## config.mk

```make
export PLATFORM = sky130hd
export DESIGN_NAME = snes_reader
export DESIGN_NICKNAME = d
export VERILOG_FILES = /design/src/rtl/snes_reader.sv
export SDC_FILE = /design/constraint.sdc
export NUM_CORES = 1
export LEC_CHECK = 0
export BUFFER_PORTS_ARGS = -buffer_cell sky130_fd_sc_hd__buf_2
export CAP_MARGIN = 20
export CORE_AREA = 8 8 103 105
export CTS_CLUSTER_DIAMETER = 120
export DETAILED_ROUTE_END_ITERATION = 10
export DIE_AREA = 0 0 111 113
export GPL_TIMING_DRIVEN = 0
export MAX_ROUTING_LAYER = met4
export PLACE_DENSITY = 0.54
export SLEW_MARGIN = 20
export SYNTH_ARGS = -nofsm -noshare
export SYNTH_HDL_FRONTEND = slang
export SYNTH_SLANG_ARGS = --single-unit
export TNS_END_PERCENT = 100
```

## constraint.sdc

```tcl
create_clock -name clk -period 4.5 [get_ports clk]
set_clock_uncertainty 0.1 [all_clocks]
set_input_delay 0.9 -clock clk [delete_from_list [all_inputs] [get_ports clk]]
set_output_delay 0.9 -clock clk [all_outputs]
set_load 0.005 [all_outputs]
```

## src/rtl/snes_reader.sv

```systemverilog
// snes_reader: console-side SNES pad master; drives latch/clock, shifts in a 16-bit button word
// bit 15 arrives first and is valid directly after the latch pulse
module snes_reader #(
   parameter int LATCH_CYCLES = 600,
   parameter int HALF_CYCLES  = 300,
   parameter int POLL_CYCLES  = 833333,
   parameter int INVERT_DATA  = 0
) (
   input  logic        clk,
   input  logic        reset_n,
   input  logic        start,
   input  logic        auto_en,
   input  logic        SNES_data,
   output logic        SNES_latch,
   output logic        SNES_clk,
   output logic [15:0] buttons,
   output logic        valid,
   output logic        busy
);
   localparam int CW = $clog2(LATCH_CYCLES > HALF_CYCLES ? LATCH_CYCLES : HALF_CYCLES);
   localparam int PW = $clog2(POLL_CYCLES);
   typedef enum logic [2:0] {IDLE, LATCH, HIGH, LOW, DONE} state_t;
   state_t state, state_nx;
   logic [CW-1:0] cnt, cnt_nx;
   logic [3:0] bit_idx, bit_nx;
   logic [15:0] shift, word;
   logic [PW-1:0] poll;
   logic [1:0] sync;
   logic tick, req, last_half;
   assign tick = poll == PW'(POLL_CYCLES - 1);
   assign req = start | (auto_en & tick);
   assign last_half = cnt == CW'(HALF_CYCLES - 1);
   assign word = {shift[15:1], sync[1]};
   always_comb begin
      state_nx = state;
      cnt_nx = cnt + 1'b1;
      bit_nx = bit_idx;
      case (state)
         IDLE: begin
            cnt_nx = '0;
            if (req) state_nx = LATCH;
         end
         LATCH: if (cnt == CW'(LATCH_CYCLES - 1)) begin
            state_nx = HIGH;
            cnt_nx = '0;
            bit_nx = 4'd15;
         end
         HIGH: if (last_half) begin
            cnt_nx = '0;
            state_nx = bit_idx == 4'd0 ? DONE : LOW;
            bit_nx = bit_idx == 4'd0 ? bit_idx : bit_idx - 1'b1;
         end
         LOW: if (last_half) begin
            cnt_nx = '0;
            state_nx = HIGH;
         end
         default: begin
            cnt_nx = '0;
            state_nx = IDLE;
         end
      endcase
   end
   always_ff @(posedge clk or negedge reset_n) begin
      if (!reset_n) begin
         state <= IDLE;
         cnt <= '0;
         bit_idx <= '0;
         shift <= '0;
         poll <= '0;
         sync <= '0;
         buttons <= '0;
         valid <= 1'b0;
         busy <= 1'b0;
         SNES_latch <= 1'b0;
         SNES_clk <= 1'b1;
      end else begin
         state <= state_nx;
         cnt <= cnt_nx;
         bit_idx <= bit_nx;
         poll <= tick ? '0 : poll + 1'b1;
         sync <= {sync[0], SNES_data};
         if (state == HIGH && last_half) shift[bit_idx] <= sync[1];
         // word is published on entry to DONE so valid and buttons change together
         if (state == HIGH && last_half && bit_idx == 4'd0) buttons <= INVERT_DATA != 0 ? ~word : word;
         valid <= state_nx == DONE;
         busy <= state_nx != IDLE;
         SNES_latch <= state_nx == LATCH;
         SNES_clk <= state_nx != LOW;
      end
   end
endmodule

```

# ---- Yosys cells after proc, flatten, opt, wreduce, memory -nomap -nowiden
# Cells that the tools add are included.
dict set report op_classes {
  n_mux 17
  bitwise_logic 2
  add_sub_neg 3
  n_lt_le_gt_ge 2
  eq_ne 12
  n_reduce_logical 9
}
# operator count
set op_table {}
lappend op_table {{adder 20 x 1 -> 20 bit (second input constant)} 1}
lappend op_table {{== test 20 bit (second input constant)} 1}
lappend op_table {{2-to-1 mux 10 bit} 2}
lappend op_table {{2-to-1 mux 20 bit} 1}
lappend op_table {{one-hot mux 10 bit (2 select lines)} 1}
lappend op_table {{bitwise mux 16 bit} 1}
lappend op_table {{2-to-1 mux 3 bit} 5}
lappend op_table {{2-to-1 mux 4 bit} 3}
lappend op_table {{one-hot mux 3 bit (4 select lines)} 1}
lappend op_table {{adder 10 x 1 -> 10 bit (second input constant)} 1}
lappend op_table {{== test 10 bit (second input constant)} 1}
lappend op_table {{== test 10 x 9 -> 1 bit (second input constant)} 1}
lappend op_table {{one-hot mux 4 bit (2 select lines)} 1}
lappend op_table {{== test 3 x 1 -> 1 bit (second input constant)} 2}
lappend op_table {{== test 3 x 2 -> 1 bit (second input constant)} 2}
lappend op_table {{inequality test 2 bit (second input constant)} 3}
lappend op_table {{< comparator 4 x 5 -> 1 bit (second input constant)} 1}
lappend op_table {{demux 1 bit (select 4 bit)} 1}
lappend op_table {{greater-or-equal comparator 4 x 1 -> 1 bit (second input constant)} 1}
lappend op_table {{zero test 4 bit} 1}
lappend op_table {{AND reduction 4 bit} 1}
lappend op_table {{subtractor 4 x 1 -> 4 bit (second input constant)} 1}
lappend op_table {{== test 3 bit (second input constant)} 1}
lappend op_table {{logical AND 1 bit} 3}
lappend op_table {{8 further kinds} 8}
dict set report totals {
  input_bits 5
  elab_cells 56
  regBits 75
}

# ---- Depth between registers and ports, before layout
# Gate-level depths: netlist of the first run.
dict set report depth {
  ltp_word 6
  ltp_mapped 8
}

# ---- Least setup slack after synthesis of the first run
# OpenSTA, ideal clock, no wires.
dict set report synth_timing {
  kind {register to register}
  from {register bit_idx[0]}
  to {register buttons[10]}
  n_path_buf 3
  path_stages_with_launch 9
  t_arrival_ps 1892
  slack_ps 2383
  path_cell_list {dfrtp_1 inv_1 ha_1 or3b_1 buf_2 nor2b_4 buf_6 buf_12 mux2_4}
}
dict set report synth_via {
  elab_chain_len 2
}
# item line
set synth_rtl {}
lappend synth_rtl {{from (decl)} 25} ;# logic [3:0] bit_idx, bit_nx;
lappend synth_rtl {{from (signal assigned)} 79} ;# bit_idx <= bit_nx;
lappend synth_rtl {{zero test 4 bit} 84} ;# if (state == HIGH && last_half && bit_idx == 4'd0) buttons <= INVERT_DATA != 0 ? ~word : word;
lappend synth_rtl {{logical AND 1 bit} 84}
lappend synth_rtl {{to (signal assigned)} 84}
lappend synth_rtl {{to (decl)} 16} ;# output logic [15:0] buttons,
# Every way passes these cells.
# A chain may end at the register's enable or synchronous reset.

# ---- Worst setup path after layout of the first run
dict set report layout_timing {
  from {register bit_idx[0]}
  to {register buttons[14]}
}
# Same word-level chain as after synthesis.

==> results.json, run 1 <==
{
  "rsz0062_at_grt": "no",
  "grt_pass1_wl_um": 11360,
  "timing.fmax_ghz": 0.4301,
  "synth-edff-count": 0,
  "cts_tree": "built",
  "pre_cts_ws_ps": 2166,
  "numClockSinks": 74,
  "cts_buffer_depth": 2,
  "finalCritPeriodShare_pct": 51.67,
  "place.port_buffers": 24,
  "synthTopCellsByCount": "dfrtp_1 (73), nor2_1 (26), nand3_1 (23)",
  "drv_slew": 0,
  "status": "finished clean",
  "wirelength_um": 6260,
  "hold_viol_final": 0,
  "power.density_nw_per_um2": 301.2,
  "synthArstFlopShare_pct": 100.0,
  "grt-ovfl-total": 0,
  "drc": 0,
  "grt.total_usage_pct": 11.34,
  "pin_count": 25,
  "min_to": "sync[1]",
  "syn_area_um2": 3520,
  "min_path_type": "reg2reg",
  "ctsHoldBuffers": 0,
  "die_x_um": 111,
  "path_clk_slew_ps": 80,
  "period_needed_ps": 2325,
  "core_area_um2": 8977,
  "num_rows": 35,
  "grt_pass1_vias": 2392,
  "start_kind": "register",
  "hpwl_um": 4414,
  "h-tree-depth": 3,
  "syn_inst": 296,
  "setup_viol": 0,
  "num_vias": 2231,
  "ant_nets": 0,
  "die_h_um": 113,
  "drt_iter0_drc": 88,
  "synth_ff_type": "dfrtp_1",
  "arrival_ps": 2460,
  "relSlewSlack_pct": 67.66,
  "gp_congestion": 0.7392,
  "postCtsSetupBuffers": 0,
  "hold_depth": 0,
  "ys_seq_elements": 74,
  "grt_start_max_net_pins": 39,
  "antenna_cells": 0,
  "cap_viol_max_count": 0,
  "viasPerCell": 4.991,
  "cts_root_buf": "clkbuf_8",
  "setup_ws_ps": 2175,
  "setup-tns-final_ps": 0,
  "synth_area_leaders": "dfrtp_1 (52%), mux2_2 (6.1%), mux2_4 (3.8%)",
  "register_area_um2": 1853,
  "worst_pin_slew_ps": 485.1,
  "worst-path-max-fanout": 10,
  "rrSetupSlack_ps": 2170,
  "drive_above_1_share_pct": 25.00,
  "antenna_found_initial": 0,
  "yosysUniqueCellTypes": 50,
  "nets": 345,
  "yosys.area.top_type": "dfrtp_1",
  "cp_data_required_time_ps": 4630,
  "syn_area_per_cell_um2": 11.89,
  "ys_seq_area_share_pct": 52.65,
  "post_cts_resized": 0,
  "p_leak_nw": 1.921,
  "multi_input_area_um2": 1554,
  "worstReg2RegStart": "bit_idx[0]",
  "synth_fp_nets": 309,
  "synthToLayoutAreaGrowth_pct": 13.76,
  "yosysMostFrequentCell": "dfrtp_1",
  "hp-start": "sync[0]",
  "ir_worst_vdd_uv": 173.1,
  "synth_top_area_share_pct": 51.90,
  "r2r-end": "buttons[14]",
  "cts_buffers": 9,
  "drt_first_pass_iters": 4,
  "initial_core_util_pct": 39.21,
  "wire_per_inst_um": 14.00,
  "path_class": "reg2reg",
  "endpoint_kind": "register",
  "reg2reg_depth": 8,
  "ys_warn_count": 0,
  "fillCellCount": 866,
  "worstSkewPairLatency_ps": 340,
  "fp.dieArea_um2": 12540
}
worst max-delay path by stage:
stage	startpoint	end	slack (ps)
global route	bit_idx[0]	buttons[8]	2040
global placement	reset_n	poll[1]	1920
floorplan	bit_idx[0]	buttons[10]	2380
CTS	bit_idx[0]	buttons[14]	2160
finish	bit_idx[0]	buttons[14]	2170
detailed placement	bit_idx[0]	buttons[14]	2170
metal layers:
layer | up-vias | GRT usage (%) | wire length [um] | share of wire (%)
met5 | - | - | 0 | 0
met4 | 0 | 5.135 | 96 | 1.5
met3 | 10 | 3.386 | 246 | 3.9
met2 | 30 | 17.21 | 2802 | 45
met1 | 1071 | 13.67 | 3115 | 50
li1 | 1120 | - | - | -
sequential cells by signal (all words and copies together), names as in the netlist:
signal	count
bit_idx	4
state	3
buttons	16
valid	1
SNES_clk	1
busy	1
SNES_latch	1
cnt	10
shift	15
poll	20
sync	2
where the power goes:
| part | total [mW] | internal, mW | switching (mW) | leakage (nW) |
|---|---|---|---|---|
| combinational | 0.0181 | 0.00373 | 0.0144 | 0.838 |
| clock | 0.522 | 0.283 | 0.238 | 0.101 |
| sequential | 0.666 | 0.665 | 0.000834 | 0.982 |
final cells by class:
type / count / area share (%)
Inverter: 7 / 0.6563
Sequential cell: 74 / 46.28
Multi-Input combinational cell: 204 / 38.81
Timing Repair Buffer: 25 / 3.563
Tap cell: 111 / 3.469
Buffer: 11 / 2.156
Clock buffer: 11 / 3.781
Clock inverter: 4 / 1.281
logic make-up after synthesis:
family,after synthesis,share of synthesized area (%)
mux,35,12.09
fa+ha+maj,8,2.844
simple gates,117,19.45
xor+xnor,22,5.474
buf+inv,18,3.199
compound gates,22,4.302
flops,74,52.65
per-stage QoR:
stage	total power, mW	cells	hold slack (ps)	utilization [%]	cell area, um2
3_5_place_dp	0.6993	432	234.7	42.34	3801
6_report	1.206	447	248.5	44.60	4004
5_1_grt	1.259	447	256.0	44.60	4004
3_3_place_gp	0.6968	431	233.2	42.09	3779
4_1_cts	1.232	447	251.4	44.60	4004
2_1_floorplan	0.6806	296	231.2	-	3520
critical path, cell delays in order, from the launching register on:
cell	delay (ps)
dfrtp_1	450
inv_1	140
ha_1	250
or3b_1	360
buf_2	190
nor2b_4	120
buf_6	150
buf_12	150
mux2_4	300
cell usage in the layout, fill, tap and decap left out, types with 9 or more instances in the layout:
cell	Yosys	final
nor2_1	26	26
nand2_1	13	13
buf_2	2	25
mux2_2	19	19
xor2_1	11	11
nand3_1	23	23
dfrtp_1	73	73
xnor2_1	11	11
mux2_4	9	9
clkbuf_8	0	11
nand4_1	10	10
Power figures use the tool's default switching activity.
==> run 2, diff against run 1 <==
--- a/config.mk
+++ b/config.mk
@@ -5,15 +5,16 @@
 export SDC_FILE = /design/constraint.sdc
 export NUM_CORES = 1
 export LEC_CHECK = 0
+export ABC_AREA = 1
 export BUFFER_PORTS_ARGS = -buffer_cell sky130_fd_sc_hd__buf_2
 export CAP_MARGIN = 20
-export CORE_AREA = 8 8 103 105
+export CORE_AREA = 8 8 105 107
 export CTS_CLUSTER_DIAMETER = 120
 export DETAILED_ROUTE_END_ITERATION = 10
-export DIE_AREA = 0 0 111 113
+export DIE_AREA = 0 0 113 115
 export GPL_TIMING_DRIVEN = 0
 export MAX_ROUTING_LAYER = met4
-export PLACE_DENSITY = 0.54
+export PLACE_DENSITY = 0.56
 export SLEW_MARGIN = 20
 export SYNTH_ARGS = -nofsm -noshare
 export SYNTH_HDL_FRONTEND = slang
==> constraint.sdc (replaced) <==
create_clock -name clk -period 1.95 [get_ports clk]
set_clock_uncertainty 0.1 [all_clocks]
set_input_delay 0.39 -clock clk [delete_from_list [all_inputs] [get_ports clk]]
set_output_delay 0.39 -clock clk [all_outputs]
set_load 0.005 [all_outputs]
==> results.json, run 2 <==
{
  "crit_family": "simple AND/OR/NAND/NOR gates",
  "cp.depth": 9,
  "cts_buffer_depth": 2,
  "crit_buf_inv": 1,
  "gp_congestion": 0.8677,
  "p_leak_nw": 2.191,
  "regMostFlops": "poll",
  "period_needed_ps": 1870,
  "setup_viol": 0,
  "path_cells": "ha_4 -> nand4_1 -> nor2_2 -> nand2_4 -> nor2_4 -> buf_2 -> nand3_1 -> nand2_1 -> o21ai_1",
  "fillCellCount": 960,
  "synth-xor-area-share_pct": 2.893,
  "initial_core_util_pct": 38.41,
  "worstSetupEndpoint": "shift[13]",
  "wirelength_um": 7680,
  "worst-path-max-fanout": 6,
  "yosys.area.top_type": "dfrtp_1",
  "pin_count": 25,
  "hp-start": "SNES_data",
  "die_h_um": 115,
  "relSlewSlack_pct": 51.72,
  "min_path_type": "in2reg",
  "final_cell_mix": "nand2_1 (117), dfrtp_1 (72), inv_1 (56)",
  "wire_per_inst_um": 12.53,
  "path_class": "reg2reg",
  "worstReg2RegStart": "cnt[0]",
  "ys_seq_area_share_pct": 51.00,
  "grt_pass1_wl_um": 13140,
  "syn_area_um2": 3633,
  "cts_root_buf": "clkbuf_8",
  "start_kind": "register",
  "syn_inst": 445,
  "drv_slew": 0,
  "rsz0062_at_grt": "yes",
  "endpoint_kind": "register",
  "final_util_pct": 45.97,
  "drt_first_pass_iters": 4,
  "rrSetupSlack_ps": 80,
  "layout_commonest_cell": "nand2_1",
  "grt_pass1_vias": 2835,
  "reg.largest.list": "poll (20), buttons (16), shift (15)",
  "synth_top_area_share_pct": 50.28,
  "r2r-end": "shift[13]",
  "status": "finished clean",
  "ir_worst_vdd_uv": 471.6,
  "num_vias": 2947,
  "place.port_buffers": 24,
  "cap_viol_max_count": 0,
  "cts_buffers": 9,
  "antenna_cells": 0,
  "antenna_found_initial": 0,
  "path_clk_slew_ps": 80,
  "slowest_delay_ps": 410,
  "synth-edff-count": 0,
  "h-tree-depth": 3,
  "synth_ff_type": "dfrtp_1",
  "setup-tns-final_ps": 0,
  "num_rows": 36,
  "synthToLayoutAreaGrowth_pct": 19.66,
  "synthSimpleGateAreaFrac_pct": 29.68,
  "grt.total_usage_pct": 12.96,
  "core_area_um2": 9459,
  "reg2reg_depth": 9,
  "worstSkewPairLatency_ps": 350,
  "die_x_um": 113,
  "synth_fp_nets": 458,
  "largest_reg_flops": 20,
  "finalPower_mw": 3.606,
  "ys_warn_count": 0,
  "ant_nets": 0,
  "grt-ovfl-total": 0,
  "viasPerCell": 4.808,
  "drc": 0,
  "arrival_ps": 1990,
  "synth_area_leaders": "dfrtp_1 (50%), nand2_1 (12%), inv_1 (5.9%)",
  "grt_start_max_net_pins": 55,
  "synthTopCellsByCount": "nand2_1 (118), dfrtp_1 (73), inv_1 (57)",
  "crit_slowest_cell": "dfrtp_2",
  "worst_pin_slew_ps": 718.2,
  "drt_iter0_drc": 106,
  "synthMuxAreaShare_pct": 0,
  "synth_compound_area_share_pct": 6.233,
  "fp.dieArea_um2": 13000,
  "synthAdderAreaFrac_pct": 2.755,
  "drive_above_1_share_pct": 16.43,
  "crit_start": "cnt[0]",
  "yosysMostFrequentCell": "nand2_1",
  "power.density_nw_per_um2": 829.3,
  "synth_top_family_by_area": "simple AND/OR/NAND/NOR gates",
  "finalCritPeriodShare_pct": 95.92,
  "synthArstFlopShare_pct": 100.0,
  "cts_tree": "built",
  "cp_data_required_time_ps": 2070,
  "nets": 507,
  "yosysUniqueCellTypes": 33,
  "hold_viol_final": 0,
  "ys_seq_elements": 74,
  "hpwl_um": 5516,
  "numClockSinks": 74,
  "syn_area_per_cell_um2": 8.165,
  "timing.fmax_ghz": 0.5346
}
run 2: power breakdown:
group	internal [mW]	switching (mW)	leakage (nW)
clock network	0.757	0.580	0.112
registers	1.62	0.101	0.980
logic	0.199	0.344	1.10
total	2.58	1.03	2.19
run 2: how the worst min path moves through the flow:
stage                             to  cells after the start
after global routing         sync[0]                      1
after floorplan           SNES_latch                      0
final                        sync[0]                      1
after global placement       sync[1]                      0
after CTS                    sync[0]                      1
after detailed placement     poll[7]                      1
run 2: kinds of logic after synthesis:
kind of cell               count (synthesis)
AOI/OAI and AO/OA                         42
xor gates and xnor gates                  12
adders and majority gates                  8
buffers and inverters                     64
DFF                                       74
and+or+nand+nor                          245
run 2: what timing repair did:
| item | CTS | global route |
|---|---|---|
| gates cloned | 0 | 1 |
| gates resized for setup | 4 | 16 |
| buffers inserted | 2 | 9 |
| hold endpoints to repair | 19 | 0 |
| pin swaps | 1 | 7 |
| endpoints found under the setup margin | 14 | 49 |
| hold buffers | 1 | 0 |
run 2: routing by layer:
metal	routed length, um	up-vias	track usage [%]
met3	319	10	3.204
li1	-	1520	-
met2	3418	61	19.05
met5	0	-	-
met4	112	0	4.796
met1	3829	1356	16.95
run 2: through the flow:
step                hold WS (ps)  cells  worst slack (ps)  instance area, um2
floorplan                 -5.591    445             252.2                3633
global placement           234.0    583            -114.9                3896
detailed placement         201.1    584            -32.12                3926
CTS                        20.70    603             31.81                4193
global route               17.96    613            -42.61                4348
finish                     43.58    613             79.51                4348
run 2: worst register-to-register path, stage by stage, from the launching register on:
cell and delay (ps):
dfrtp_2 410, ha_4 150, nand4_1 140, nor2_2 210, nand2_4 100, nor2_4 220
buf_2 190, nand3_1 100, nand2_1 70, o21ai_1 50
run 2: layout make-up:
cell class / instances / area, um2 / share of cell area, %
multi-input cells: 307 / 1579 / 36.32
plain buffers: 5 / 48.80 / 1.122
well taps: 114 / 142.6 / 3.281
inverters: 59 / 235.2 / 5.410
clock inverters: 6 / 90.09 / 2.072
flip-flops and latches: 74 / 1854 / 42.65
repair buffers: 38 / 260.3 / 5.986
clock buffers: 10 / 137.6 / 3.165
